--- src/rtl/bit_serial_sub.sv ---
// Bit-serial subtractor: computes a - b - bin LSB first through one full-subtractor
// cell with a registered borrow, behind ready/valid handshakes on both sides.
module bit_serial_sub #(
  parameter int WIDTH = 8
) (
  input  logic             clk,
  input  logic             rst,
  input  logic             in_valid,
  output logic             in_ready,
  input  logic [WIDTH-1:0] a,
  input  logic [WIDTH-1:0] b,
  input  logic             bin,
  output logic             out_valid,
  input  logic             out_ready,
  output logic [WIDTH-1:0] diff,
  output logic             bout,
  output logic             ovf
);

  localparam int CW = $clog2(WIDTH) + 1;

  typedef enum logic [1:0] {IDLE, RUN, DONE} state_t;

  state_t           state, state_nx;
  logic [WIDTH-1:0] sa, sb, diff_nx;
  logic             brw, brw_nx, d, last;
  logic [CW-1:0]    cnt;

  // Full-subtractor cell on the current LSBs; diff_nx shifts the new bit in at the MSB.
  always_comb begin
    d                = sa[0] ^ sb[0] ^ brw;
    brw_nx           = (~sa[0] & sb[0]) | (~(sa[0] ^ sb[0]) & brw);
    diff_nx          = diff >> 1;
    diff_nx[WIDTH-1] = d;
    last             = (cnt == CW'(WIDTH - 1));
  end

  always_ff @(posedge clk) begin
    if (rst) state <= IDLE;
    else     state <= state_nx;
  end

  always_comb begin
    state_nx = state;
    case (state)
      IDLE:    if (in_valid)  state_nx = RUN;
      RUN:     if (last)      state_nx = DONE;
      DONE:    if (out_ready) state_nx = IDLE;
      default:                state_nx = IDLE;
    endcase
  end

  assign in_ready  = (state == IDLE);
  assign out_valid = (state == DONE);

  always_ff @(posedge clk) begin
    if (rst) begin
      sa   <= '0;
      sb   <= '0;
      brw  <= 1'b0;
      cnt  <= '0;
      diff <= '0;
      bout <= 1'b0;
      ovf  <= 1'b0;
    end else begin
      case (state)
        IDLE: begin
          if (in_valid) begin
            sa  <= a;
            sb  <= b;
            brw <= bin;
            cnt <= '0;
          end
        end
        RUN: begin
          sa   <= sa >> 1;
          sb   <= sb >> 1;
          brw  <= brw_nx;
          diff <= diff_nx;
          cnt  <= cnt + CW'(1);
          // brw here is the borrow into the MSB, so its change across the cell is signed overflow
          if (last) begin
            bout <= brw_nx;
            ovf  <= brw ^ brw_nx;
          end
        end
        default: ;
      endcase
    end
  end

endmodule

--- config.mk ---
export PLATFORM = sky130hd
export DESIGN_NAME = bit_serial_sub
export DESIGN_NICKNAME = d
export VERILOG_FILES = /design/src/rtl/bit_serial_sub.sv
export SDC_FILE = /design/constraint.sdc
export NUM_CORES = 1
export LEC_CHECK = 0
export ABC_AREA = 0
export BUFFER_PORTS_ARGS = -buffer_cell sky130_fd_sc_hd__buf_2
export CORE_MARGIN = 2
export CORE_UTILIZATION = 45
export DETAILED_ROUTE_END_ITERATION = 12
export GPL_TIMING_DRIVEN = 0
export PLACE_DENSITY = 0.72
export SKIP_CTS_REPAIR_TIMING = 1
export SYNTH_ARGS = -nofsm -noshare
export SYNTH_HDL_FRONTEND = slang
export SYNTH_SLANG_ARGS = --single-unit
--- constraint.sdc ---
create_clock -name clk -period 1.5 [get_ports clk]
set_input_delay 0.15 -clock clk [delete_from_list [all_inputs] [get_ports clk]]
set_output_delay 0.15 -clock clk [all_outputs]
set_load 0.02 [all_outputs]
==> impl_metrics.prom <==
# TYPE chip_impl_metric gauge
chip_impl_metric{name="placeableCoreArea",unit="um^2"} 3390
chip_impl_metric{name="synth_largest_type_area_fraction",unit="%"} 40.77
chip_impl_metric{name="flow.area_growth_from_synthesis",unit="%"} 20.00
chip_impl_metric{name="area.sequential",unit="um^2"} 661.9
chip_impl_metric{name="route.vias.total",unit=""} 1485
chip_impl_metric{name="num-nets-final",unit=""} 261
chip_impl_metric{name="irDropWorstVdd",unit="mV"} 0.6815
chip_impl_metric{name="route.detailed.vias_per_inst",unit=""} 5.211
chip_impl_info{name="synth_top_area_cell",value="sky130_fd_sc_hd__dfxtp_1"} 1
chip_impl_metric{name="drv_slew",unit=""} 0
chip_impl_metric{name="die_area",unit="um^2"} 4097
chip_impl_metric{name="multi_input_comb_area",unit="um^2"} 819.5
chip_impl_info{name="layout.cells.most_common_list",value="36 x sky130_fd_sc_hd__a21oi_1, 34 x sky130_fd_sc_hd__buf_2, 32 x sky130_fd_sc_hd__dfxtp_1, 28 x sky130_fd_sc_hd__nor2_1, 20 x sky130_fd_sc_hd__nand2_1"} 1
chip_impl_metric{name="fin_crit_sh",unit="%"} 93.84
chip_impl_metric{name="groute.usage.overall",unit="%"} 19.55
chip_impl_info{name="regToRegStartpoint",value="brw"} 1
chip_impl_metric{name="grt_max_degree",unit=""} 11
chip_impl_metric{name="setup_viol",unit=""} 0
chip_impl_metric{name="fillCellCount",unit=""} 320
chip_impl_metric{name="dieHeight",unit="um"} 64.01
chip_impl_metric{name="horizontal_die_dimension",unit="um"} 64.01
chip_impl_metric{name="timing.slew.headroom",unit="%"} 64.93
chip_impl_metric{name="final_layout_size_suffix_gt1_share",unit="%"} 29.29
chip_impl_metric{name="dp.final_hpwl",unit="um"} 2572
chip_impl_info{name="clock_tree_from_tritoncts",value="built"} 1
chip_impl_metric{name="fin_clk_skew",unit="ns"} 0.01148
chip_impl_metric{name="flip_flop_and_latch_count_after_synthesis",unit=""} 33
chip_impl_metric{name="ys_seq_area_share",unit="%"} 40.77
chip_impl_metric{name="report.final.hold_viol_count",unit=""} 0
chip_impl_metric{name="mappedNetlistArea",unit="um^2"} 1620
chip_impl_info{name="grt_setup_unrepaired",value="false"} 1
chip_impl_metric{name="drc",unit=""} 0
chip_impl_info{name="synth.area.top_cells",value="sky130_fd_sc_hd__dfxtp_1 41%, sky130_fd_sc_hd__a21oi_1 11%, sky130_fd_sc_hd__o221a_2 7.6%, sky130_fd_sc_hd__nor2_1 6.7%, sky130_fd_sc_hd__nand2_1 4.6%"} 1
chip_impl_info{name="clock-root-buffer",value="sky130_fd_sc_hd__clkbuf_4"} 1
chip_impl_metric{name="worst_ep_required_time",unit="ns"} 1.35
chip_impl_info{name="start_kind",value="flip-flop"} 1
chip_impl_metric{name="critical_path.max_fanout",unit=""} 10
chip_impl_metric{name="overflow",unit=""} 0
chip_impl_metric{name="insertedDiodeCount",unit=""} 0
chip_impl_metric{name="htree_num_levels",unit=""} 2
chip_impl_info{name="worstSetupPathType",value="flip-flop to output port"} 1
chip_impl_metric{name="reg2reg_setup_slack",unit="ns"} 0.15
chip_impl_metric{name="first_pass_grt_wire_length",unit="um"} 6354
chip_impl_info{name="critical_path.endpoint_type",value="output port"} 1
chip_impl_metric{name="post_synth_num_cell_types",unit=""} 34
chip_impl_metric{name="clkTransAtPathRegs",unit="ns"} 0.10
chip_impl_metric{name="synthesis.yosys.warnings",unit=""} 0
chip_impl_metric{name="avgSynthCellArea",unit="um^2"} 8.061
chip_impl_metric{name="tightest_slew",unit="ns"} 0.5260
chip_impl_metric{name="routed_wire_length_per_instance",unit="um"} 12.56
chip_impl_metric{name="synthesis.nets",unit=""} 224
chip_impl_metric{name="power_density",unit="nW/um^2"} 997.9
chip_impl_info{name="critical_path.startpoint",value="state[0]"} 1
chip_impl_metric{name="detail_route.wirelength",unit="um"} 3579
chip_impl_metric{name="initial_core_util",unit="%"} 47.80
chip_impl_metric{name="clkLatencyLatePin",unit="ns"} 0.33
chip_impl_info{name="mostFrequentLayoutCell",value="sky130_fd_sc_hd__a21oi_1"} 1
chip_impl_metric{name="cp.arrival",unit="ns"} 1.26
chip_impl_metric{name="grt_pass1_vias",unit=""} 1453
chip_impl_metric{name="timing_limited_maximum_frequency",unit="MHz"} 710.4
chip_impl_metric{name="worst_slack_on_hold_paths",unit="ns"} 0.09033
chip_impl_metric{name="grt_antenna_before_repair",unit=""} 0
chip_impl_info{name="worstHoldPathType",value="input port to flip-flop"} 1
chip_impl_info{name="critical_path.reg2reg.endpoint",value="brw"} 1
chip_impl_info{name="run_status",value="complete, no violations"} 1
chip_impl_metric{name="max-clock-path-buffers",unit=""} 2
chip_impl_metric{name="post-route-min-period",unit="ns"} 1.408
chip_impl_metric{name="maxcap_violations",unit=""} 0
chip_impl_metric{name="drtPass1Iterations",unit=""} 4
chip_impl_metric{name="gpl.final_weighted_congestion",unit=""} 0.7636
chip_impl_metric{name="ff2ff_path_depth",unit=""} 4
chip_impl_metric{name="buffer_ports.inserted",unit=""} 31
chip_impl_info{name="setup.worst_path.end",value="in_ready"} 1
chip_impl_metric{name="leakage_dissipation",unit="nW"} 0.8291
chip_impl_metric{name="numCtsBuffers",unit=""} 5
chip_impl_metric{name="post-layout-total-power",unit="mW"} 1.940
chip_impl_metric{name="top_level_i_o_count",unit=""} 33
chip_impl_metric{name="count_of_clock_tree_sinks",unit=""} 33
chip_impl_metric{name="drt-initial-drc-count",unit=""} 131
chip_impl_metric{name="std_cell_rows",unit=""} 21
chip_impl_metric{name="fin_area",unit="um^2"} 1944
chip_impl_metric{name="drtAntennaViolNets",unit=""} 0
chip_impl_metric{name="postPlaceCellArea",unit="um^2"} 1833
chip_impl_metric{name="gate_count_post_synth",unit=""} 201
==> how the worst min path moves through the flow <==
| stage | slack, ns | cells after the start | from | to |
|---|---|---|---|---|
| 6_report | 0.09 | 2 | rst | sb[2] |
| 5_1_grt | 0.09 | 2 | rst | sb[2] |
| 4_1_cts | 0.09 | 2 | rst | sb[2] |
| 3_5_place_dp | 0.44 | 2 | rst | sb[2] |
| 3_3_place_gp | 0.42 | 2 | rst | sb[2] |
| 2_1_floorplan | 0.33 | 2 | a[7] | sa[7] |
==> final cells by class <==
| cell class | instances | share of cell area, % |
|---|---|---|
| tap | 46 | 2.960 |
| clock buffer | 7 | 2.831 |
| timing repair buffer | 31 | 8.237 |
| buffer | 17 | 5.534 |
| sequential | 33 | 34.04 |
| inverter | 14 | 2.703 |
| clock inverter | 1 | 1.544 |
| multi-input combinational | 136 | 42.15 |
==> report_power, final <==
part,total [mW],switching [mW],internal (mW)
registers,0.963,0.0387,0.925
logic,0.279,0.150,0.130
clock network,0.698,0.299,0.398
total,1.94,0.488,1.45
==> per-layer routing <==
metal  vias to the layer above  global-route usage, %  wire length (um)
li1                        763                      -                 -
met4                         0                  7.337                34
met5                         -                      0                 0
met3                         5                  4.577               158
met1                       687                  25.30              1730
met2                        30                  31.51              1655
==> stage by stage <==
stage               TNS (ns)  utilization (%)  setup WS [ns]  cells
global placement           0            54.08         0.1509    278
global route               0            57.36        0.01349    285
floorplan                  0                -         0.2348    201
CTS                  -0.2105            56.59        -0.1266    286
detailed placement         0            54.08         0.1698    278
finish                     0            57.36        0.09237    285
==> cells by family after synthesis <==
logic type / share of synthesized area [%]
compound gates: 27.88
xor+xnor: 0.5406
fa+ha+maj: 2.008
buf+inv: 9.266
flops: 40.77
mux: 0.6178
simple gates: 18.92
==> registers in the layout (all words and copies together) (netlist names) <==
register / flops
diff: 8
sa: 8
sb: 8
cnt: 4
state: 2
bout: 1
brw: 1
ovf: 1
==> cells in the mapped netlist <==
master	count
sky130_fd_sc_hd__nand2b_4	1
sky130_fd_sc_hd__a311oi_1	1
sky130_fd_sc_hd__nand2_1	20
sky130_fd_sc_hd__a221o_1	1
sky130_fd_sc_hd__and3b_1	1
sky130_fd_sc_hd__nor3b_1	1
sky130_fd_sc_hd__clkbuf_1	4
sky130_fd_sc_hd__or2b_2	1
sky130_fd_sc_hd__o221a_2	11
sky130_fd_sc_hd__o21ai_0	1
sky130_fd_sc_hd__nor2_1	29
sky130_fd_sc_hd__buf_1	1
sky130_fd_sc_hd__inv_1	14
sky130_fd_sc_hd__xnor2_1	1
sky130_fd_sc_hd__or3_1	1
sky130_fd_sc_hd__o21bai_1	1
sky130_fd_sc_hd__a21oi_1	36
sky130_fd_sc_hd__dfxtp_1	33
sky130_fd_sc_hd__a2111oi_2	2
sky130_fd_sc_hd__or2_2	1
sky130_fd_sc_hd__nor2b_1	9
sky130_fd_sc_hd__buf_4	3
sky130_fd_sc_hd__a31oi_1	1
sky130_fd_sc_hd__mux2i_1	1
sky130_fd_sc_hd__buf_2	9
sky130_fd_sc_hd__fa_1	1
sky130_fd_sc_hd__a2111oi_1	1
sky130_fd_sc_hd__a21bo_2	1
sky130_fd_sc_hd__a22oi_1	2
sky130_fd_sc_hd__ha_1	1
sky130_fd_sc_hd__a211oi_1	1
sky130_fd_sc_hd__o22ai_1	6
sky130_fd_sc_hd__nand3_1	3
sky130_fd_sc_hd__buf_6	1
==> worst max-delay path, cell delays in order (launching register included) <==
cell and delay, ns:
sky130_fd_sc_hd__dfxtp_2 0.38, sky130_fd_sc_hd__buf_4 0.19, sky130_fd_sc_hd__buf_6 0.16, sky130_fd_sc_hd__nor2_2 0.05
sky130_fd_sc_hd__buf_4 0.15
No activity file was read; power rests on OpenSTA's default activity.
